==> config.mk <==
export PLATFORM = sky130hd
export DESIGN_NAME = rally_player
export DESIGN_NICKNAME = d
export VERILOG_FILES = /design/src/rtl/tennis_pkg.sv /design/src/rtl/timeout_timer.sv /design/src/rtl/rally_player.sv
export SDC_FILE = /design/constraint.sdc
export NUM_CORES = 1
export LEC_CHECK = 0
export ABC_AREA = 1
export ABC_CLOCK_PERIOD_IN_PS = 3300
export CORE_UTILIZATION = 54
export CTS_CLUSTER_SIZE = 12
export DETAILED_ROUTE_END_ITERATION = 16
export PLACE_DENSITY_LB_ADDON = 0.08
export SLEW_MARGIN = 20
export SYNTH_ARGS = -nofsm -noshare
export SYNTH_HDL_FRONTEND = slang
export SYNTH_SLANG_ARGS = --single-unit
==> constraint.sdc <==
create_clock -name clk -period 3.3 [get_ports clk]
set_clock_uncertainty 0.05 [all_clocks]
set_input_delay 0.33 -clock clk [delete_from_list [all_inputs] [get_ports clk]]
set_output_delay 0.33 -clock clk [all_outputs]
set_load 0.01 [all_outputs]
==> src/rtl/tennis_pkg.sv <==
// Shared types for the PPM-link rally controller: FSM state encoding,
// statistic counter width and a saturating increment helper.
package tennis_pkg;

    typedef enum logic [2:0] {
        ST_IDLE,
        ST_SEND,
        ST_WAIT,
        ST_DRAIN,
        ST_DONE,
        ST_FAIL
    } rally_state_t;

    localparam int unsigned STAT_W = 8;

    function automatic logic [STAT_W-1:0] sat_inc(input logic [STAT_W-1:0] v);
        return (v == '1) ? v : v + 1'b1;
    endfunction

endpackage

==> src/rtl/timeout_timer.sv <==
// Reply timeout counter: counts enabled cycles and holds at TIMEOUT-1,
// so a count that reaches its limit while draining is still seen in WAIT.
module timeout_timer #(
    parameter int unsigned TIMEOUT = 1000
) (
    input  logic clk,
    input  logic rst_n,
    input  logic clr,
    input  logic en,
    output logic expired
);

    localparam int unsigned CW = (TIMEOUT > 1) ? $clog2(TIMEOUT + 1) : 1;
    localparam logic [CW-1:0] LAST = CW'(TIMEOUT - 1);

    logic [CW-1:0] cnt;

    always_ff @(posedge clk or negedge rst_n) begin
        if (!rst_n) begin
            cnt <= '0;
        end else if (clr) begin
            cnt <= '0;
        end else if (en && cnt != LAST) begin
            cnt <= cnt + 1'b1;
        end
    end

    assign expired = (cnt == LAST);

endmodule

==> src/rtl/rally_player.sv <==
// Multi-round packet rally controller: drives an Encoder, drains a Decoder,
// checks round-indexed sequences and retransmits on timeout with bounded retries.
module rally_player
    import tennis_pkg::*;
#(
    parameter int unsigned N_PKT     = 8,
    parameter int unsigned TIMEOUT   = 1000,
    parameter int unsigned N_ROUNDS  = 4,
    parameter int unsigned MAX_RETRY = 3,
    parameter int unsigned SERVE     = 1
) (
    input  logic                            clk,
    input  logic                            rst_n,
    input  logic                            go,
    input  logic [N_PKT-1:0]                seed_tx,
    input  logic [N_PKT-1:0]                seed_rx,
    output logic                            start_ENC,
    input  logic                            avail_ENC,
    output logic [N_PKT-1:0]                data_ENC,
    input  logic [N_PKT-1:0]                data_DEC,
    input  logic                            avail_DEC,
    input  logic                            error_DEC,
    output logic                            read_DEC,
    output logic                            busy,
    output logic                            done,
    output logic                            failed,
    output logic [$clog2(N_ROUNDS+1)-1:0]   round_cnt,
    output logic [STAT_W-1:0]               retry_cnt,
    output logic [STAT_W-1:0]               err_cnt,
    output logic [STAT_W-1:0]               dup_cnt
);

    localparam int unsigned RW  = $clog2(N_ROUNDS + 1);
    localparam int unsigned CRW = (MAX_RETRY > 0) ? $clog2(MAX_RETRY + 1) : 1;

    rally_state_t      state_q, state_d;
    logic [RW-1:0]     round_q, round_d;
    logic [CRW-1:0]    cons_q, cons_d;
    logic [STAT_W-1:0] retry_q, retry_d, err_q, err_d, dup_q, dup_d;
    logic [N_PKT-1:0]  data_q, data_d, pend_q, pend_d;
    logic              resend_q, resend_d;
    logic              start_q, start_d, read_q, read_d;

    logic              tmr_clr, tmr_en, tmr_exp, timeout;
    logic              dec_new, err_new, launch;
    logic [N_PKT-1:0]  exp_cur, exp_prev, tx_cur, tx_next;

    timeout_timer #(
        .TIMEOUT(TIMEOUT)
    ) u_timer (
        .clk     (clk),
        .rst_n   (rst_n),
        .clr     (tmr_clr),
        .en      (tmr_en),
        .expired (tmr_exp)
    );

    assign exp_cur  = seed_rx + N_PKT'(round_q);
    assign exp_prev = exp_cur - 1'b1;
    assign tx_cur   = seed_tx + N_PKT'(round_q);
    assign tx_next  = tx_cur + 1'b1;

    // The read acknowledge is registered, so decoder flags stay high for one
    // cycle after it; masking them then prevents a double read.
    assign dec_new = avail_DEC && !read_q;
    assign err_new = error_DEC && !read_q;

    always_comb begin
        state_d  = state_q;
        round_d  = round_q;
        cons_d   = cons_q;
        retry_d  = retry_q;
        err_d    = err_q;
        dup_d    = dup_q;
        data_d   = data_q;
        pend_d   = pend_q;
        resend_d = resend_q;
        start_d  = 1'b0;
        read_d   = 1'b0;
        tmr_clr  = 1'b0;
        tmr_en   = (state_q == ST_WAIT || state_q == ST_DRAIN) &&
                   (SERVE != 0 || round_q != '0);
        timeout  = tmr_en && tmr_exp && (state_q == ST_WAIT);
        launch   = go && (state_q == ST_IDLE || state_q == ST_DONE ||
                          state_q == ST_FAIL);

        case (state_q)
            ST_SEND: begin
                if (avail_ENC) begin
                    start_d = 1'b1;
                    data_d  = pend_q;
                    tmr_clr = 1'b1;
                    if (SERVE != 0)
                        state_d = ST_WAIT;
                    else if (round_q == RW'(N_ROUNDS))
                        state_d = ST_DONE;
                    else
                        state_d = ST_DRAIN;
                end
            end
            ST_WAIT: begin
                if (err_new) begin
                    read_d  = 1'b1;
                    err_d   = sat_inc(err_q);
                    state_d = ST_DRAIN;
                end else if (dec_new) begin
                    read_d = 1'b1;
                    if (data_DEC == exp_cur) begin
                        round_d = round_q + 1'b1;
                        cons_d  = '0;
                        if (SERVE == 0) begin
                            pend_d  = tx_cur;
                            state_d = ST_SEND;
                        end else if (round_q == RW'(N_ROUNDS - 1)) begin
                            state_d = ST_DONE;
                        end else begin
                            pend_d  = tx_next;
                            state_d = ST_SEND;
                        end
                    end else if (round_q != '0 && data_DEC == exp_prev) begin
                        dup_d   = sat_inc(dup_q);
                        pend_d  = data_q;
                        state_d = ST_SEND;
                    end else begin
                        err_d   = sat_inc(err_q);
                        state_d = ST_DRAIN;
                    end
                end else if (timeout) begin
                    if (cons_q == CRW'(MAX_RETRY)) begin
                        state_d = ST_FAIL;
                    end else begin
                        retry_d = sat_inc(retry_q);
                        cons_d  = cons_q + 1'b1;
                        pend_d  = data_q;
                        state_d = ST_SEND;
                    end
                end
            end
            ST_DRAIN: state_d = ST_WAIT;
            ST_DONE: begin
                // Stays DONE while re-answering a duplicate of the final round.
                if (resend_q && avail_ENC) begin
                    start_d  = 1'b1;
                    resend_d = 1'b0;
                end
                if (dec_new || err_new) begin
                    read_d = 1'b1;
                    if (!error_DEC && data_DEC == exp_prev) begin
                        dup_d    = sat_inc(dup_q);
                        resend_d = 1'b1;
                    end
                end
            end
            ST_FAIL: begin
                if (dec_new || err_new)
                    read_d = 1'b1;
            end
            default: ;
        endcase

        if (launch) begin
            round_d  = '0;
            cons_d   = '0;
            retry_d  = '0;
            err_d    = '0;
            dup_d    = '0;
            resend_d = 1'b0;
            start_d  = 1'b0;
            read_d   = 1'b0;
            tmr_clr  = 1'b1;
            pend_d   = seed_tx;
            state_d  = (SERVE != 0) ? ST_SEND : ST_WAIT;
        end
    end

    always_ff @(posedge clk or negedge rst_n) begin
        if (!rst_n) begin
            state_q  <= ST_IDLE;
            round_q  <= '0;
            cons_q   <= '0;
            retry_q  <= '0;
            err_q    <= '0;
            dup_q    <= '0;
            data_q   <= '0;
            pend_q   <= '0;
            resend_q <= 1'b0;
            start_q  <= 1'b0;
            read_q   <= 1'b0;
        end else begin
            state_q  <= state_d;
            round_q  <= round_d;
            cons_q   <= cons_d;
            retry_q  <= retry_d;
            err_q    <= err_d;
            dup_q    <= dup_d;
            data_q   <= data_d;
            pend_q   <= pend_d;
            resend_q <= resend_d;
            start_q  <= start_d;
            read_q   <= read_d;
        end
    end

    assign start_ENC = start_q;
    assign read_DEC  = read_q;
    assign data_ENC  = data_q;
    assign busy      = (state_q == ST_SEND) || (state_q == ST_WAIT) ||
                       (state_q == ST_DRAIN);
    assign done      = (state_q == ST_DONE);
    assign failed    = (state_q == ST_FAIL);
    assign round_cnt = round_q;
    assign retry_cnt = retry_q;
    assign err_cnt   = err_q;
    assign dup_cnt   = dup_q;

endmodule

# Word level (Yosys, flattened, before mapping)
# Index checks and enable logic that the tools add are counted.
# word_totals
ff_bits	61
input_bits	30
output_inout_bits	40
# classes
addsub	10
n_eq_ne	32
muxes	72
reduce_logical	38
# op_table
operator	n
two-way mux 8 bit	31
two-way mux 3 bit	13
adder 8 x 1 -> 8 bit, second input constant	4
== test 8 bit, second input constant	3
!= test 3 bit, second input constant	8
two-way mux 10 bit	2
adder 8 x 3 -> 8 bit	2
== test 8 bit	2
two-way mux 2 bit	8
one-hot mux 8 bit (2 select lines)	1
two-way mux 1 bit	14
AND reduction 6 bit	2
nonzero test 2 bit	6
nonzero test 3 bit	4
adder 10 x 1 -> 10 bit, second input constant	1
== test 10 bit, second input constant	1
!= test 10 bit, second input constant	1
== test 3 x 2 -> 1 bit, second input constant	3
logical AND 1 bit	9
!= test 3 x 1 -> 1 bit, second input constant	3
one-hot mux 3 bit (3 select lines)	1
AND reduction 4 bit	2
subtractor 8 x 1 -> 8 bit, second input constant	1
AND reduction 7 bit	1
19 further kinds	29

# Longest topological paths before layout
# Gate-level depths: netlist of run 1.
# depth
depth_word	10
depth_mapped	21
ltp_nobuf	21

# By module
# A second synthesis of run 1 with hierarchy kept.
# unflattened
hier_cells	645
area_unflattened_um2	4441.8
# modules_own_cells
module	instances	cells_each	area_per_inst_um2
rally_player	1	556	3811.2
timeout_timer	1	89	630.6

# Worst setup path after synthesis of run 1
# Ideal clock, no wire load.
# synth_path
path_kind	register to register
from	register round_q[0] (netlist: round_cnt[0])
to	register dup_q[2] (netlist: dup_cnt[2])
arrival_ns	2.606
required_ns	3.133
setup_slack_ns	0.527
path_stages_with_launch	16
path_buffers	0
period_less_slack_ns	2.773
cell_sequence	dfrtp_1 -> ha_1 -> inv_1 -> fa_1 -> ha_1 -> xnor2_1 -> nor2_1 -> o21ai_1 -> nor2_1 -> nand2_1 -> nor3_2 -> nand3_2 -> a21oi_4 -> nand2_4 -> nand2_1 -> nand2_1
# synth_between
elab_chain_len	6
word_cells_on_any_way	11
cone_classes	2 x add/sub; 5 x eq/ne; 4 x reduce/logical
# synth_rtl
item	line	source
start: declaration	rally_player.sv:37	logic [RW-1:0] round_q, round_d;
start signal: assignment	rally_player.sv:191	round_q <= round_d;
adder 8 x 3 -> 8 bit	rally_player.sv:58	assign exp_cur = seed_rx + N_PKT'(round_q);
subtractor 8 x 1 -> 8 bit	rally_player.sv:59	assign exp_prev = exp_cur - 1'b1;
== test 8 bit	rally_player.sv:120, rally_player.sv:148	
logical AND 1 bit (on tied branches)	rally_player.sv:120, rally_player.sv:148	
!= test 3 bit (no line) or != test 3 x 1 -> 1 bit (tied branches)	--	
AND reduction 7 bit (no line) (*)	--	
end signal: assignment	rally_player.sv:195	dup_q <= dup_d;
end: declaration	rally_player.sv:39	logic [STAT_W-1:0] retry_q, retry_d, err_q, err_d, dup_q, dup_d;
# Every way passes the cells marked *; elsewhere a longest branch is shown, timed or not.
# A chain may end at the register's enable or synchronous reset.

# Worst setup path in the final report of run 1
# layout_path
from	input port seed_rx[0]
to	register dup_q[4] (netlist: dup_cnt[4])
# layout_between
elab_chain_len	6
word_cells_on_any_way	10
cone_classes	2 x add/sub; 5 x eq/ne; 3 x reduce/logical
# layout_rtl
item	line	source
start: declaration	rally_player.sv:16	input logic [N_PKT-1:0] seed_rx,
adder 8 x 3 -> 8 bit (*)	rally_player.sv:58	
subtractor 8 x 1 -> 8 bit	rally_player.sv:59	
== test 8 bit	rally_player.sv:120, rally_player.sv:148	
logical AND 1 bit (on tied branches)	rally_player.sv:120, rally_player.sv:148	
!= test 3 bit (no line) or != test 3 x 1 -> 1 bit (tied branches)	--	
AND reduction 7 bit (no line) (*)	--	
# Marked as above.

==> results of run 1 <==
-- layer usage --
metal,GRT usage,wire (um),vias up
met5,0,0,-
met4,0.0873,109,0
met3,0.0486,348,10
met2,0.452,5280,96
met1,0.339,5000,2013
li1,-,-,2141
-- flip-flops by register name, summed over array words and instances, names as in the netlist --
signal       count
start_ENC        1
resend_q         1
round_cnt        3
cons_q           2
err_cnt          8
data_ENC         8
dup_cnt          8
read_DEC         1
u_timer.cnt     10
pend_q           8
retry_cnt        8
state_q          3
-- logic make-up (layout without fill, tap and decap cells) --
kind of cell | count (synthesis) | after routing | share of synthesized area
and+or+nand+nor | 341 | 341 | 0.367
buffers and inverters | 91 | 175 | 0.0834
AOI/OAI and AO/OA | 84 | 84 | 0.110
DFF | 61 | 61 | 0.353
adders and majority gates | 17 | 17 | 0.0527
xor gates and xnor gates | 17 | 17 | 0.0344
-- stage by stage --
step                      hold WS, ps  power (mW)  worst slack [ps]  instances
after global placement            341        2.65               115        781
after floorplan                 -15.6        2.15               527        611
after CTS                         450        3.41               340        797
final                             447        3.40               339        797
after detailed placement          345        2.70              2.75        781
after global routing              479        3.65               128        797
-- what timing repair did --
item,CTS,global route
hold endpoints to repair,27,0
hold buffers,1,0
setup endpoints to repair,0,0
-- power by group through the flow --
| stage | registers (mW) | clock network, mW | logic [mW] |
|---|---|---|---|
| after floorplan | 1.15 | 0 | 1.00 |
| after global placement | 1.13 | 0 | 1.52 |
| after detailed placement | 1.14 | 0 | 1.57 |
| after CTS | 1.13 | 0.696 | 1.58 |
| after global routing | 1.16 | 0.728 | 1.76 |
| final | 1.14 | 0.686 | 1.58 |
-- synthesized netlist by cell type (all sizes together) --
master,n
a32oi,1
clkbuf,4
and3,1
a21oi,25
a221oi,2
o31ai,2
or2,4
nand3b,1
nand3,66
o21ai,46
nand4,12
nor3,12
nand2,194
buf,5
a311oi,1
nor4,3
o22ai,3
a22oi,1
a22o,1
ha,15
nor2,46
xnor2,4
xor2,13
or3,1
and2,1
inv,82
o21a,1
dfrtp,61
fa,2
o211ai,1
-- worst reg2reg max path: cells and delay by family (launching register included) --
family,cells,cell delay (ps)
simple gates,13,1250
flops,1,490
buf+inv,4,420
fa+ha+maj,1,570
-- area by class of cell --
cell class | instances | share of cell area
Tap cell | 102 | 0.0238
Timing Repair Buffer | 78 | 0.141
Clock buffer | 11 | 0.0283
Sequential cell | 61 | 0.285
Clock inverter | 4 | 0.00887
Inverter | 82 | 0.0574
Multi-Input combinational cell | 459 | 0.456
-- worst max-delay path by stage --
stage | cells past startpoint | end | from
detailed placement | 16 | dup_cnt[0] | seed_rx[0]
floorplan | 15 | dup_cnt[2] | round_cnt[0]
global route | 22 | dup_cnt[4] | seed_rx[0]
global placement | 16 | dup_cnt[1] | seed_rx[0]
finish | 20 | dup_cnt[4] | seed_rx[0]
CTS | 16 | dup_cnt[0] | seed_rx[0]
==> key figures, run 1 <==
Route
  • Residual antenna-violating net count after detailed routing: 0
  • Via count: approximately 4300
  • Count of unresolved DRC violations after routing: 0
  • Routed length per placed instance: 13.5 um
  • Total wire length: ~11000 um
  • Total iterations of the first detailed-routing run: 5
  • Count of routing violations after the opening detailed-route iteration: 234
  • Via-to-Cell Ratio: 5.35

Setup path
  • Top Family by Delay on Critical Path: simple AND/OR/NAND/NOR gates
  • Reg-to-Reg Start: round_cnt[1]
  • Buf/Inv on CP: 5
  • R2R Setup Slk: ~400 ps
  • CP most frequent cell: sky130_fd_sc_hd__nand2_1
  • Max FO, Critical Path: 9
  • Delay of the slowest critical-path stage: roughly 530 ps
  • Type of destination of the critical path: flip-flop
  • Critical R2R Capture: dup_cnt[4]
  • Data required, critical path: between 3000 and 4000 ps
  • Crit path max-delay cell type: sky130_fd_sc_hd__fa_1
  • Worst-path cell chain: clkdlybuf4s50_1, ha_1, inv_1, fa_1, buf_4, nand2_1, nor2_1, nand3_1, inv_2, nand2_1, nand2_1, inv_1, nor2_1, nand4_1, nand2_1, nand2_1, nand2_2, nand2_4, nand2_1, nand2_1
  • CP Data Arrival Time: roughly 3100 ps
  • Launching element type of the critical path: input port
  • Classification of the worst setup path: in2reg
  • Worst-case reg-to-reg path depth: 18

Synth
  • Net count of the mapped netlist: 658
  • Syn avg cell area: around 7 um^2
  • Cell type with the largest total area after synthesis: sky130_fd_sc_hd__dfrtp_1
  • Cell area after synthesis: 4320 um^2
  • Biggest area contributors in the synthesized netlist: sky130_fd_sc_hd__dfrtp_1, sky130_fd_sc_hd__nand2_1, sky130_fd_sc_hd__nand3_1
  • Unique cell type count in the Yosys netlist: 45
  • Post-Syn Instances: roughly 600
  • Sequential share of the synthesized area: 0.353
  • Fraction of post-synthesis cell area in the top cell type by area: 0.353
  • Number of warnings issued by yosys: 0
  • Number of flip-flops and latches in the synthesized netlist: 61

Pwr
  • Cell leakage power: 2.57 nW
  • Power density of the placed cells: 635 nW/um^2
  • Net switching power: about 1.4 mW
  • Internal power component: between 1.5 and 2 mW
  • Clock power share: 0.202
  • Logic pwr share: 0.465
  • Fraction of power spent switching nets: 0.423
  • Sequential group share of total power: 0.334
  • VDD IR max: ~0.00043 V

STA
  • Worst Tran Pin Value: 644 ps
  • Aggregate negative setup slack: 0 ps
  • Final setup violation count: 0
  • Max Clock Freq: between 300 and 400 MHz
  • Worst slew margin relative to its limit: 0.571
  • Post-route clock period utilization: 0.897
  • Final Max Tran Viols: 0
  • Clock period minus worst slack: 2960 ps
  • Final-report hold violation count: 0
  • RSZ-0062 raised after global routing: no

Clock tree
  • TritonCTS buffer count: 9
  • Number of instances resized during post-cts repair: 0
  • H-tree level count: 3
  • Buffers from clock root to sink, at most: 2
  • Clk sink count: 61
  • Latest clock arrival within the worst-skew pair: ~340 ps
  • CTS clk-pin slew, worst paths: 60 ps
  • Post-CTS Setup Repair Bufs: 0
  • Buffer type at the clock tree root: sky130_fd_sc_hd__clkbuf_8
  • TritonCTS clock tree: done

Global route
  • Largest net degree at the start of global routing: 35
  • Overall overflow remaining after global route: 0
  • Vias in the first global route: 4067
  • Global-route usage over all layers: 0.265
  • First-pass GRT wire length: about 18000 um
  • Antenna violations before repair: 0

Cells and area
  • Area of the multi-input gates: between 2000 and 2500 um^2
  • Core Util, Final: 0.693
  • Commonest non-fill, non-tap cell in the layout: sky130_fd_sc_hd__nand2_1
  • Most frequent cells in the layout: sky130_fd_sc_hd__nand2_1, sky130_fd_sc_hd__inv_1, sky130_fd_sc_hd__clkdlybuf4s50_1
  • Area added between synthesis and finish: 23.9%
  • Post-route cell area: ~5400 um^2
  • Antenna diode instance count: 0
  • Proportion of layout cells with a drive suffix above 1: 0.108
  • Filler cells: roughly 700
  • Net count, final: 738
  • Sequential standard cell area: 1530 um^2

Worst hold path
  • Endpoint with the worst hold slack: data_ENC[1]
  • Hold-critical path depth: 2
  • Launch instance of the worst min-delay path: pend_q[1]
  • HP Class: reg2reg

Place
  • Placed standard-cell area: just over 5000 um^2
  • Port Buffer Count: slightly below 70
  • Half-perimeter wire length after placement: between 7000 and 8000 um
  • RePlAce Congestion: 0.854

Floorplanning
  • Die extent in x: 91.5 um
  • Row Count: 32
  • Die H: just over 90 um
  • Effective utilization at floorplan: 0.559
  • Boundary Pins: 70
  • Area inside the core boundary: roughly 7700 um^2
  • Die area: around 8400 um^2

Flow run
  • MaxCap Viol Count: 0

Status
  • Result of the run: finished clean
Note: power is estimated with default switching activity, not from simulation.
==> run 2: changes to the inputs <==
--- a/config.mk
+++ b/config.mk
@@ -7,9 +7,10 @@
 export LEC_CHECK = 0
 export ABC_AREA = 1
 export ABC_CLOCK_PERIOD_IN_PS = 3300
-export CORE_UTILIZATION = 54
+export CORE_UTILIZATION = 64
 export CTS_CLUSTER_SIZE = 12
 export DETAILED_ROUTE_END_ITERATION = 16
+export DONT_BUFFER_PORTS = 1
 export PLACE_DENSITY_LB_ADDON = 0.08
 export SLEW_MARGIN = 20
 export SYNTH_ARGS = -nofsm -noshare
==> key figures, run 2 (synthesis results as in run 1) <==
Route
  • Total wire length: roughly 10000 um
  • Via count: a little under 4000
  • Residual antenna-violating net count after detailed routing: 0
  • Via-to-Cell Ratio: around 5.6
  • Count of unresolved DRC violations after routing: 6
  • Total iterations of the first detailed-routing run: 11
  • Count of routing violations after the opening detailed-route iteration: roughly 180
  • Routed length per placed instance: between 10 and 15 um

Cells and area
  • Net count, final: between 600 and 700
  • Area of the multi-input gates: around 2400 um^2
  • Antenna diode instance count: 0
  • Filler cells: 517
  • Proportion of layout cells with a drive suffix above 1: 0.120
  • Top register by number of flip-flops: u_timer.cnt
  • Core Util, Final: 0.723
  • Commonest non-fill, non-tap cell in the layout: sky130_fd_sc_hd__nand2_1
  • Flip-flop count of the largest register, all copies and words added: 10
  • Area added between synthesis and finish: 7.35%
  • Sequential standard cell area: 1530 um^2
  • Most frequent cells in the layout: sky130_fd_sc_hd__nand2_1, sky130_fd_sc_hd__inv_1, sky130_fd_sc_hd__nand3_1

Clock tree
  • CTS clk-pin slew, worst paths: around 70 ps
  • Buffer type at the clock tree root: sky130_fd_sc_hd__clkbuf_8
  • H-tree level count: 3
  • TritonCTS clock tree: done
  • Buffers from clock root to sink, at most: 2
  • Post-CTS Setup Repair Bufs: 0
  • TritonCTS buffer count: 9
  • Clk sink count: slightly above 60
  • Latest clock arrival within the worst-skew pair: 350 ps

Floorplanning
  • Effective utilization at floorplan: 0.673
  • Row Count: 29
  • Die area: a little over 7000 um^2
  • Die extent in x: 84.2 um
  • Boundary Pins: 70
  • Area inside the core boundary: about 6400 um^2
  • Die H: between 80 and 90 um

Place
  • Half-perimeter wire length after placement: 7290 um
  • RePlAce Congestion: 0.881
  • Port Buffer Count: 0

STA
  • Post-route clock period utilization: 0.933
  • Final Max Tran Viols: 0
  • Worst Tran Pin Value: ~590 ps
  • Max Clock Freq: around 320 MHz
  • Final-report hold violation count: 0
  • Aggregate negative setup slack: 0 ps
  • Clock period minus worst slack: 3080 ps
  • Worst slew margin relative to its limit: 0.609
  • RSZ-0062 raised after global routing: no
  • Final setup violation count: 0

Pwr
  • Fraction of power spent switching nets: 0.448
  • Clock power share: 0.215
  • Logic pwr share: 0.400
  • Cell leakage power: between 2 and 2.5 nW
  • Net switching power: roughly 1.4 mW
  • Internal power component: between 1.5 and 2 mW
  • VDD IR max: between 0.0004 and 0.0005 V
  • Post-layout power: between 3 and 4 mW
  • Sequential group share of total power: 0.386
  • Power density of the placed cells: ~670 nW/um^2

Setup path
  • Type of destination of the critical path: flip-flop
  • Top Family by Delay on Critical Path: adder cells
  • CP Data Arrival Time: roughly 3300 ps
  • Max FO, Critical Path: 9
  • Crit path max-delay cell type: sky130_fd_sc_hd__fa_1
  • Classification of the worst setup path: reg2reg
  • Launching element type of the critical path: flip-flop
  • Delay of the slowest critical-path stage: 460 ps
  • Worst-path cell chain: ha_1, inv_1, fa_1, ha_1, xnor2_1, nor2_1, o21ai_1, nor2_1, nand2_1, nor3_2, nand3_2, a21oi_4, nand2_4, nand2_1, nand2_1
  • Worst-case reg-to-reg path depth: 15
  • Buf/Inv on CP: 1
  • Depth of the critical timing path with buffers and inverters included: 15
  • CP most frequent cell: sky130_fd_sc_hd__nand2_1
  • Data required, critical path: about 3500 ps

Worst hold path
  • Hold-critical path depth: 2
  • HP Class: in2reg

Global route
  • Overall overflow remaining after global route: 0
  • Antenna violations before repair: 0
  • Global-route usage over all layers: 0.294
  • Vias in the first global route: 3882
  • Largest net degree at the start of global routing: between 60 and 70
  • First-pass GRT wire length: between 15000 and 20000 um

Status
  • Violations in the final reports: design-rule violations
  • Result of the run: finished, violations left

Flow run
  • MaxCap Viol Count: 0
==> run 2: changes by cell type in the layout (fill, tap and decap cells not counted), moves of 2 or more <==
cell,before,now
sky130_fd_sc_hd__clkbuf_8,11,9
sky130_fd_sc_hd__inv_6,0,2
sky130_fd_sc_hd__buf_4,8,4
sky130_fd_sc_hd__clkdlybuf4s50_1,68,0
sky130_fd_sc_hd__dfrtp_2,0,2
sky130_fd_sc_hd__dfrtp_1,61,59
==> run 2: power groups by stage <==
stage / clock [mW] / sequential (mW) / combinational (mW)
final: 0.665 / 1.19 / 1.24
after floorplan: 0 / 1.15 / 1.00
after global routing: 0.702 / 1.22 / 1.42
after CTS: 0.676 / 1.19 / 1.23
after global placement: 0 / 1.20 / 1.16
after detailed placement: 0 / 1.20 / 1.20
==> run 2: path summary, 6_finish.rpt <==
check,from,to,slack (ps)
max in group asynchronous,rst_n,round_cnt[1],2450
hold / removal,avail_ENC,start_ENC,140
setup / recovery,round_cnt[0],dup_cnt[2],220
hold reg to reg,pend_q[4],data_ENC[4],440
setup reg to reg,round_cnt[0],dup_cnt[2],220
min in group asynchronous,rst_n,u_timer.cnt[6],490
==> run 2: what timing repair did <==
item / in CTS / in global routing
endpoints found under the hold margin: 61 / 0
hold buffers: 2 / 0
resized for setup: 0 / 3
setup endpoints to repair: 0 / 8
==> run 2: area by class of cell <==
type,count,area share
inverter,82,0.0663
sequential,61,0.329
clock buffer,9,0.0267
multi-input combinational,459,0.527
tap,77,0.0208
clock inverter,7,0.0156
timing repair buffer,6,0.0146
==> run 2: layer usage <==
metal  GRT usage  share of wire  vias to the layer above
met5           0              0                        -
li1            -              -                     2006
met4       0.103          0.015                        0
met3      0.0639          0.054                       18
met2       0.503           0.49                      123
met1       0.371           0.44                     1792
==> run 2: per-stage QoR <==
| step | worst slack [ps] | cell area [um^2] | std cells | hold slack, ps |
|---|---|---|---|---|
| CTS | 243 | 4640 | 701 | 122 |
| global route | 61.0 | 4640 | 701 | 154 |
| global placement | 352 | 4400 | 683 | -13.3 |
| floorplan | 527 | 4320 | 611 | -15.6 |
| detailed placement | 253 | 4400 | 683 | -12.9 |
| finish | 222 | 4640 | 701 | 140 |
==> run 2: worst register-to-register path: cells and delay by family (launching register included) <==
family | cells | cell delay, ps
AOI/OAI and AO/OA | 2 | 370
xor gates and xnor gates | 1 | 130
and+or+nand+nor | 8 | 900
buffers and inverters | 1 | 80
adders and majority gates | 3 | 990
DFF | 1 | 440
==> run 3: changes to the inputs <==
--- a/config.mk
+++ b/config.mk
@@ -7,7 +7,8 @@
 export LEC_CHECK = 0
 export ABC_AREA = 1
 export ABC_CLOCK_PERIOD_IN_PS = 3300
-export CORE_UTILIZATION = 64
+export CORE_UTILIZATION = 25
+export CTS_CLUSTER_DIAMETER = 60
 export CTS_CLUSTER_SIZE = 12
 export DETAILED_ROUTE_END_ITERATION = 16
 export DONT_BUFFER_PORTS = 1
==> key figures, run 3 (synthesis results as in run 1) <==
Status
  • Result of the run: finished clean

Floorplanning
  • Row Count: between 40 and 50
  • Effective utilization at floorplan: 0.258
  • Die extent in x: between 100 and 150 um
  • Area inside the core boundary: 16800 um^2
  • Die H: approximately 130 um
  • Boundary Pins: 70
  • Die area: around 18000 um^2

STA
  • Post-route clock period utilization: 0.902
  • Max Clock Freq: 336 MHz
  • Clock period minus worst slack: roughly 3000 ps
  • Final-report hold violation count: 0
  • Aggregate negative setup slack: 0 ps
  • Hold WS: between 100 and 150 ps
  • Worst Tran Pin Value: slightly below 700 ps
  • Final Max Tran Viols: 0
  • Final WS setup: about 320 ps
  • Final setup violation count: 0
  • RSZ-0062 raised after global routing: no
  • Worst slew margin relative to its limit: 0.536

Global route
  • Overall overflow remaining after global route: 0
  • Vias in the first global route: just under 4000
  • Global-route met2 utilization: 0.229
  • Met1 Track Usage GR: 0.186
  • Met3 layer usage reported by global route: 0.0381
  • First-pass GRT wire length: 20100 um
  • Largest net degree at the start of global routing: between 60 and 70
  • Antenna violations before repair: 0
  • Global-route usage over all layers: 0.144
  • Layer with the highest usage after global routing: met2

Setup path
  • Launching element type of the critical path: flip-flop
  • R2R Setup Slk: 320 ps
  • Launching instance or port of the critical path: round_cnt[0]
  • CP Data Arrival Time: ~3200 ps
  • Reg-to-Reg Start: round_cnt[0]
  • Data required, critical path: 3480 ps
  • Type of destination of the critical path: flip-flop
  • Max FO, Critical Path: 9
  • Classification of the worst setup path: reg2reg

Clock tree
  • Buffers from clock root to sink, at most: 2
  • Post-CTS Setup Repair Bufs: 0
  • CTS clk-pin slew, worst paths: 60 ps
  • TritonCTS buffer count: 9
  • TritonCTS clock tree: done
  • H-tree level count: 3
  • Buffer type at the clock tree root: sky130_fd_sc_hd__clkbuf_16
  • Clk sink count: 61
  • Latest clock arrival within the worst-skew pair: 340 ps

Place
  • RePlAce Congestion: about 0.74
  • Half-perimeter wire length after placement: 8960 um
  • Pre-CTS setup slack: about 290 ps
  • Placed standard-cell area: 4600 um^2
  • Port Buffer Count: 0

Flow run
  • MaxCap Viol Count: 0

Worst hold path
  • HP Class: in2reg
  • Launch instance of the worst min-delay path: avail_ENC

Route
  • Count of unresolved DRC violations after routing: 0
  • Total wire length: approximately 12000 um
  • Total iterations of the first detailed-routing run: 4
  • Via-to-Cell Ratio: 4.69
  • Count of routing violations after the opening detailed-route iteration: between 200 and 250
  • Residual antenna-violating net count after detailed routing: 0
  • Via count: approximately 4000
  • Routed length per placed instance: around 14 um

Cells and area
  • Top register by number of flip-flops: u_timer.cnt
  • Post-route cell area: 4940 um^2
  • Net count, final: between 600 and 700
  • Antenna diode instance count: 0
  • Most frequent cells in the layout: sky130_fd_sc_hd__nand2_1, sky130_fd_sc_hd__inv_1, sky130_fd_sc_hd__nand3_1, sky130_fd_sc_hd__dfrtp_1, sky130_fd_sc_hd__nor2_1
  • Commonest non-fill, non-tap cell in the layout: sky130_fd_sc_hd__nand2_1
  • Core Util, Final: 0.295
  • Proportion of layout cells with a drive suffix above 1: 0.118
  • Area added between synthesis and finish: 14.2%
  • Flip-flop count of the largest register, all copies and words added: 10

Pwr
  • Cell leakage power: about 2.4 nW
  • VDD IR max: 0.000298 V
  • Power density of the placed cells: about 700 nW/um^2
[run 3: cell count changes in the layout (fill, tap and decap cells not counted), sizes merged]
cell,before,now
buf,5,7
[run 3: power breakdown]
part | total, mW | internal [mW] | switching, mW
clock | 0.973 | 0.587 | 0.386
sequential | 1.19 | 0.950 | 0.241
combinational | 1.28 | 0.411 | 0.866
[run 3: area by class of cell]
type | count | area [um^2]
fillers | 1854 | 11800
multi-input cells | 459 | 2450
flip-flops and latches | 61 | 1530
inverters | 82 | 308
well taps | 220 | 275
clock buffers | 9 | 225
repair buffers | 8 | 82.6
clock inverters | 7 | 72.6
[run 3: what timing repair did]
item	in CTS	in global routing
setup endpoints to repair	0	6
gates resized for setup	0	1
endpoints found under the hold margin	61	0
hold buffers	2	0
[run 3: worst paths after layout]
| kind | cells after the start | endpoint |
|---|---|---|
| setup reg to reg | 15 | dup_cnt[7] |
| max in group asynchronous | 2 | data_ENC[6] |
| min in group asynchronous | 2 | u_timer.cnt[2] |
| hold / removal | 2 | start_ENC |
| hold reg to reg | 2 | data_ENC[4] |
| setup / recovery | 15 | dup_cnt[7] |
[run 3: critical path, cell delays in order (launching register included)]
cell,delay (ps)
sky130_fd_sc_hd__dfrtp_1,380
sky130_fd_sc_hd__ha_1,210
sky130_fd_sc_hd__inv_1,70
sky130_fd_sc_hd__fa_1,450
sky130_fd_sc_hd__ha_1,310
sky130_fd_sc_hd__xnor2_1,120
sky130_fd_sc_hd__nor2_1,80
sky130_fd_sc_hd__o21ai_1,70
sky130_fd_sc_hd__nor2_1,120
sky130_fd_sc_hd__nand2_1,80
sky130_fd_sc_hd__nor3_2,190
sky130_fd_sc_hd__nand3_2,140
sky130_fd_sc_hd__a21oi_4,310
sky130_fd_sc_hd__nand2_4,130
sky130_fd_sc_hd__nand2_1,70
sky130_fd_sc_hd__nand2_1,50
[run 3: routing by layer]
metal | share of wire | up-vias
met1 | 0.48 | 1875
li1 | - | 2010
met4 | 0.015 | 0
met5 | 0 | -
met3 | 0.056 | 13
met2 | 0.45 | 68
[run 3: metrics by stage]
| stage | power (mW) | cells |
|---|---|---|
| 5_1_grt | 3.74 | 846 |
| 4_1_cts | 3.49 | 846 |
| 3_5_place_dp | 2.47 | 828 |
| 2_1_floorplan | 2.15 | 611 |
| 6_report | 3.44 | 846 |
| 3_3_place_gp | 2.46 | 828 |
==> RTL change 1 (config.mk and constraints of run 2) <==
`data_q` no longer has a reset.
--- a/src/rtl/rally_player.sv
+++ b/src/rtl/rally_player.sv
@@ -181,7 +181,6 @@
             retry_q  <= '0;
             err_q    <= '0;
             dup_q    <= '0;
-            data_q   <= '0;
             pend_q   <= '0;
             resend_q <= 1'b0;
             start_q  <= 1'b0;
@@ -193,12 +192,15 @@
             retry_q  <= retry_d;
             err_q    <= err_d;
             dup_q    <= dup_d;
-            data_q   <= data_d;
             pend_q   <= pend_d;
             resend_q <= resend_d;
             start_q  <= start_d;
             read_q   <= read_d;
         end
+    end
+
+    always_ff @(posedge clk) begin
+        data_q <= data_d;
     end
 
     assign start_ENC = start_q;
Check against the original RTL: differs if rst_n is asserted again (counterexample within 4 cycles, from zero or initial values and one cycle with rst_n low); with rst_n held inactive, the same outputs for 4 cycles.
==> RTL change 1 against run 2 <==
Count of clock-buffer cells in the layout is 3 higher. Total power increased by 15%. Setup slack got worse by 0.082 ns. Routed wire length grew 5.5%. Cell area grew 6.3%. Fmax down 2.6%. Sequential cell count stayed put. Combinational power is 34% higher. Synthesized area rose by 4.7%.
==> RTL change 1: results (changes against run 2) <==
| Metric | Value |
|---|---|
| Number of diodes | 0 (unchanged) |
| Cell variety after synth | 46 (was 45) |
| Run status | completed (was complete, but fails checks) |
| Syn Nets | 676 (was 658) |
| Antenna violations before repair | 0 (unchanged) |
| Num CTS Buffers | 9 (unchanged) |
| H-tree levels | 3 (unchanged) |
| HP Class | in2reg (unchanged) |
| Max FFs per register | 10 (unchanged) |
| Met1 usage | 0.3735 (was 0.3705) |
| YS warnings | 0 (unchanged) |
| Sequential fraction of the synthesis area | 0.3460 (was 0.3531) |
| Placer Congestion | 0.8639 (was 0.8807) |
| WL met2 | 5.206 mm (was 4.843 mm) |
| Routed wl met3 | 444 um (was 530 um) |
| Peak supply drop | 468.6 uV (was 432.0 uV) |
| Leak Pwr | 2.386 nW (was 2.302 nW) |
| Maximum root-to-sink buffer count | 2 (unchanged) |
| M1 WL | 4.536 mm (was 4.289 mm) |
| Post-synth EDFFs | 8 (was 0) |
| Largest net degree at the start of global routing | 54 (was 62) |
| Most flops, register | u_timer.cnt (unchanged) |
| Clock Latency Late Sink | 0.34 ns |
| Critical path data arrival time | 3.34 ns (was 3.26 ns) |
| IO Port Bufs | 0 (unchanged) |
| 1st-pass router iterations | 4 (was 11) |
| Clock slew at reported path FFs | 0.07 ns (about the same) |
| First-pass GRT wire length | 17.40 mm (was 16.75 mm) |
| Sw power | 0.001626 W (was 0.001386 W) |
| CTS root buffer | clkbuf_8 (unchanged) |
| R2R Setup Slk | 0.14 ns (was 0.22 ns) |
| HPWL Detailed | 7.759 mm (was 7.286 mm) |
| DRT iter0 DRCs | 250 (was 184) |
| Ys async rst share | 0.8689 (was 1.000) |
| Vias in the first global route | 3905 (was 3882) |
| Vias | 4145 (was 3939) |
| Top layer in use | met4 (unchanged) |
| Post-Route WL | 10.35 mm (was 9.810 mm) |
| Rel. slew slack | 0.5231 (was 0.6087) |
| Fraction of final layout cells sized beyond drive strength 1 | 0.1373 (was 0.1202) |
| Max FO, Critical Path | 5 (was 9) |
| Met2 usage | 0.4993 (was 0.5030) |
| Layout Nets | 690 (was 666) |
| Tot GR Track Use | 0.2954 (was 0.2942) |
| Synth area leaders | dfrtp_1 (29%), nand2_1 (13%), nand3_1 (8.3%) (was dfrtp_1 (35%), nand2_1 (15%), nand3_1 (7.1%)) |
| GRT met3 Usage | 0.06737 (was 0.06391) |
| Synth cell count leaders | nand2_1 (155), inv_1 (90), nand3_1 (75) (was nand2_1 (175), inv_1 (72), dfrtp_1 (61), nand3_1 (61), nor2_1 (38)) |
RTL change 1: cell count changes in the layout (fill, tap and decap cells not counted), moves of 5 or more:
cell and delta:
o21bai_1 +8, nand3_1 +14, nand2_1 -21, inv_1 +17, nor3_1 +7, dfrtp_1 -6
inv_2 -5, o21ai_1 -6, edfxtp_1 +8
RTL change 1: critical path, stage by stage, from the launching register on:
cell	delay, ns
dfrtp_1	0.37
ha_2	0.20
inv_2	0.04
fa_2	0.50
ha_1	0.30
inv_1	0.04
or2_2	0.27
a21oi_2	0.16
nand2_1	0.09
nor2_2	0.09
nand2_1	0.07
nor2_2	0.09
nand3_2	0.08
nor2_4	0.15
nand2_2	0.09
nand2_4	0.10
nand3_4	0.10
o21bai_1	0.18
nand2_1	0.08
RTL change 1: area by class of cell:
cell class	instances	area, um2
clock buffer	12	145.1
clock inverter	4	48.80
inverter	97	374.1
tap	96	120.1
fill	573	1897
sequential	61	1567
multi-input combinational	465	2590
timing repair buffer	9	90.09
RTL change 1: logic make-up after synthesis:
| logic type | share of synthesized area |
|---|---|
| AOI/OAI and AO/OA | 0.1095 |
| xor gates and xnor gates | 0.02709 |
| adders and majority gates | 0.05030 |
| buffers and inverters | 0.09038 |
| DFF | 0.3460 |
| and+or+nand+nor | 0.3767 |
RTL change 1: power by group through the flow:
stage          Combinational [W]  Sequential (W)  Clock, W
2_1_floorplan            0.00124         0.00120         0
3_3_place_gp             0.00150         0.00124         0
3_5_place_dp             0.00154         0.00125         0
4_1_cts                  0.00157         0.00123  0.000674
5_1_grt                  0.00188         0.00126  0.000710
6_report                 0.00166         0.00123  0.000669
RTL change 1: per-stage QoR:
stage	worst slack (ns)	hold WS (ns)	std cells	area [um2]
2_1_floorplan	0.2829	-0.01559	629	4527
3_3_place_gp	0.2349	-0.01376	722	4642
3_5_place_dp	0.07703	-0.01244	722	4642
4_1_cts	0.08473	0.1122	740	4873
5_1_grt	-0.03298	0.1151	744	4935
6_report	0.1398	0.1226	744	4935
RTL change 1: timing repair:
| item | 4_1_cts | 5_1_grt |
|---|---|---|
| hold buffers | 2 | 0 |
| endpoints found under the setup margin | 0 | 24 |
| setup buffers | 0 | 3 |
| gates resized for setup | 0 | 9 |
| endpoints found under the hold margin | 53 | 0 |
RTL change 1: path summary, 6_finish.rpt:
check	from	to	depth (start not counted)
worst max-delay path	round_cnt[0]	dup_cnt[3]	18
worst min-delay path	avail_ENC	start_ENC	2
worst max register to register	round_cnt[0]	dup_cnt[3]	18
worst min register to register	pend_q[5]	data_ENC[5]	0
max in group asynchronous	rst_n	u_timer.cnt[5]	2
min in group asynchronous	rst_n	read_DEC	2
==> RTL change 2 (config.mk and constraints of run 2) <==
Made on the original files. The parameter `N_ROUNDS` goes from 4 to 8.
--- a/src/rtl/rally_player.sv
+++ b/src/rtl/rally_player.sv
@@ -5,7 +5,7 @@
 #(
     parameter int unsigned N_PKT     = 8,
     parameter int unsigned TIMEOUT   = 1000,
-    parameter int unsigned N_ROUNDS  = 4,
+    parameter int unsigned N_ROUNDS  = 8,
     parameter int unsigned MAX_RETRY = 3,
     parameter int unsigned SERVE     = 1
 ) (
Interface: changed (resized round_cnt); port bits go from 70 to 71. No check against the original RTL was run, so the function may have changed too.
==> RTL change 2 against run 2 <==
Via count rose by 9.9%. Final cell count rose by 7.0%. First-iteration DRC count rose by 58%. Cell area rose by 6.7%. Synthesized area rose by 3.5%. Largest cell class unchanged. Fmax fell by 1.8%. Routed wire length rose by 12%. Global-route usage rose by 1.4 points. Sequential cell count rose by 1. Setup slack got worse by 0.055 ns. Total power rose by 8.9%. Synthesized cell count rose by 6.4%.
==> RTL change 2: results (changes against run 2) <==
| Metric | Value |
|---|---|
| 1st-pass router iterations | 6 (was 11) |
| M1 WL | 4.685 mm (was 4.289 mm) |
| Placed instance area | 4579 um2 (was 4402 um2) |
| Placer Congestion | 0.8806 (was 0.8807) |
| DRT iter0 DRCs | 291 (was 184) |
| Vias | 4328 (was 3939) |
| Cell variety after synth | 44 (was 45) |
| Sequential fraction of the synthesis area | 0.3469 (was 0.3531) |
| Syn Nets | 698 (was 658) |
| Required @ worst endpoint | 3.49 ns (was 3.48 ns) |
| Dpl ws | 0.1207 ns (was 0.2527 ns) |
| HPWL Detailed | 7.856 mm (was 7.286 mm) |
| WL met2 | 5.209 mm (was 4.843 mm) |
| Largest net degree at the start of global routing | 63 (was 62) |
| Max FO, Critical Path | 4 (was 9) |
| Final WS setup | 0.1670 ns (was 0.2219 ns) |
| Synth area leaders | dfrtp_1 (35%), nand2_1 (17%), inv_1 (7.7%) (was dfrtp_1 (35%), nand2_1 (15%), nand3_1 (7.1%)) |
| Leak Pwr | 2.531 nW (was 2.302 nW) |
| Layout Nets | 713 (was 666) |
| Vias in the first global route | 4026 (was 3882) |
| Fraction of final layout cells sized beyond drive strength 1 | 0.1000 (was 0.1202) |
| First-pass GRT wire length | 17.90 mm (was 16.75 mm) |
| Synth cell count leaders | nand2_1 (202), inv_1 (92), dfrtp_1 (62) (was nand2_1 (175), inv_1 (72), dfrtp_1 (61), nand3_1 (61), nor2_1 (38)) |
| WL/cell | 14.63 um (was 13.99 um) |
| Run status | completed (was complete, but fails checks) |
| Peak supply drop | 399.5 uV (was 432.0 uV) |
| Routed wl met3 | 797 um (was 530 um) |
| Fill cell count | 541 (was 517) |
| Number of diodes | 0 (unchanged) |
| Rel. slew slack | 0.5914 (was 0.6087) |
| Tot GR Track Use | 0.3082 (was 0.2942) |
-- RTL change 2: changes by cell type after synthesis, moves of 3 or more --
cell	before	now
a211oi_1	0	6
a21oi_1	24	18
a31oi_1	0	4
buf_6	0	3
inv_1	72	92
inv_2	10	1
nand2_1	175	202
nand2_2	16	10
nand3_1	61	56
nor2_1	38	43
nor3_1	10	19
o21bai_1	0	8
xor2_1	13	7
-- RTL change 2: worst max-delay path, stage by stage, from the launching register on --
cell	delay (ns)
dfrtp_1	0.39
ha_2	0.21
fa_1	0.52
inv_1	0.08
ha_1	0.28
xnor2_1	0.12
nor2_1	0.10
nand2_1	0.07
nor2_1	0.10
nand2_1	0.06
nor2_1	0.08
nand2_1	0.07
nor2_2	0.12
nand4_1	0.16
nand3_2	0.15
buf_4	0.13
nand3_2	0.11
o21bai_1	0.16
nand2_1	0.06
-- RTL change 2: power by group --
part           internal, W  switching, W
registers         0.000953      0.000230
logic             0.000454      0.000825
clock network     0.000597      0.000308
total              0.00200       0.00136
-- RTL change 2: logic make-up after synthesis --
kind of cell    synth area share
fa+ha+maj                0.05371
xor+xnor                 0.02545
compound gates            0.1147
buf+inv                  0.09398
flops                     0.3469
simple gates              0.3653
-- RTL change 2: stage by stage --
stage                     cells  utilization
after floorplan             650            -
after global placement      728       0.6778
after detailed placement    728       0.6778
after CTS                   746       0.7233
after global routing        750       0.7331
final                       750       0.7331
-- RTL change 2: final cells by class --
cell class,count,area share
Multi-Input combinational cell,484,0.5122
Inverter,94,0.07148
Clock inverter,6,0.02677
Sequential cell,62,0.3132
Clock buffer,10,0.02778
Timing Repair Buffer,14,0.02829
Tap cell,80,0.02021
-- RTL change 2: what timing repair did --
item,in CTS,in global routing
buffers inserted,0,3
endpoints found under the setup margin,0,23
hold buffers,2,0
gates resized for setup,0,5
endpoints found under the hold margin,62,0
-- RTL change 2: metal layers --
metal / vias up / GRT usage
li1: 2132 / -
met1: 1993 / 0.3788
met2: 175 / 0.5185
met3: 28 / 0.07218
met4: 0 / 0.1379
met5: - / 0
-- RTL change 2: worst paths after layout --
check / start / endpoint / slack (ns) / cells after the start
setup / recovery: round_cnt[0] / dup_cnt[6] / 0.17 / 18
hold / removal: go / resend_q / 0.14 / 3
setup reg to reg: round_cnt[0] / dup_cnt[6] / 0.17 / 18
hold reg to reg: pend_q[1] / data_ENC[1] / 0.44 / 2
max in group asynchronous: rst_n / err_cnt[1] / 2.42 / 2
min in group asynchronous: rst_n / dup_cnt[3] / 0.51 / 2
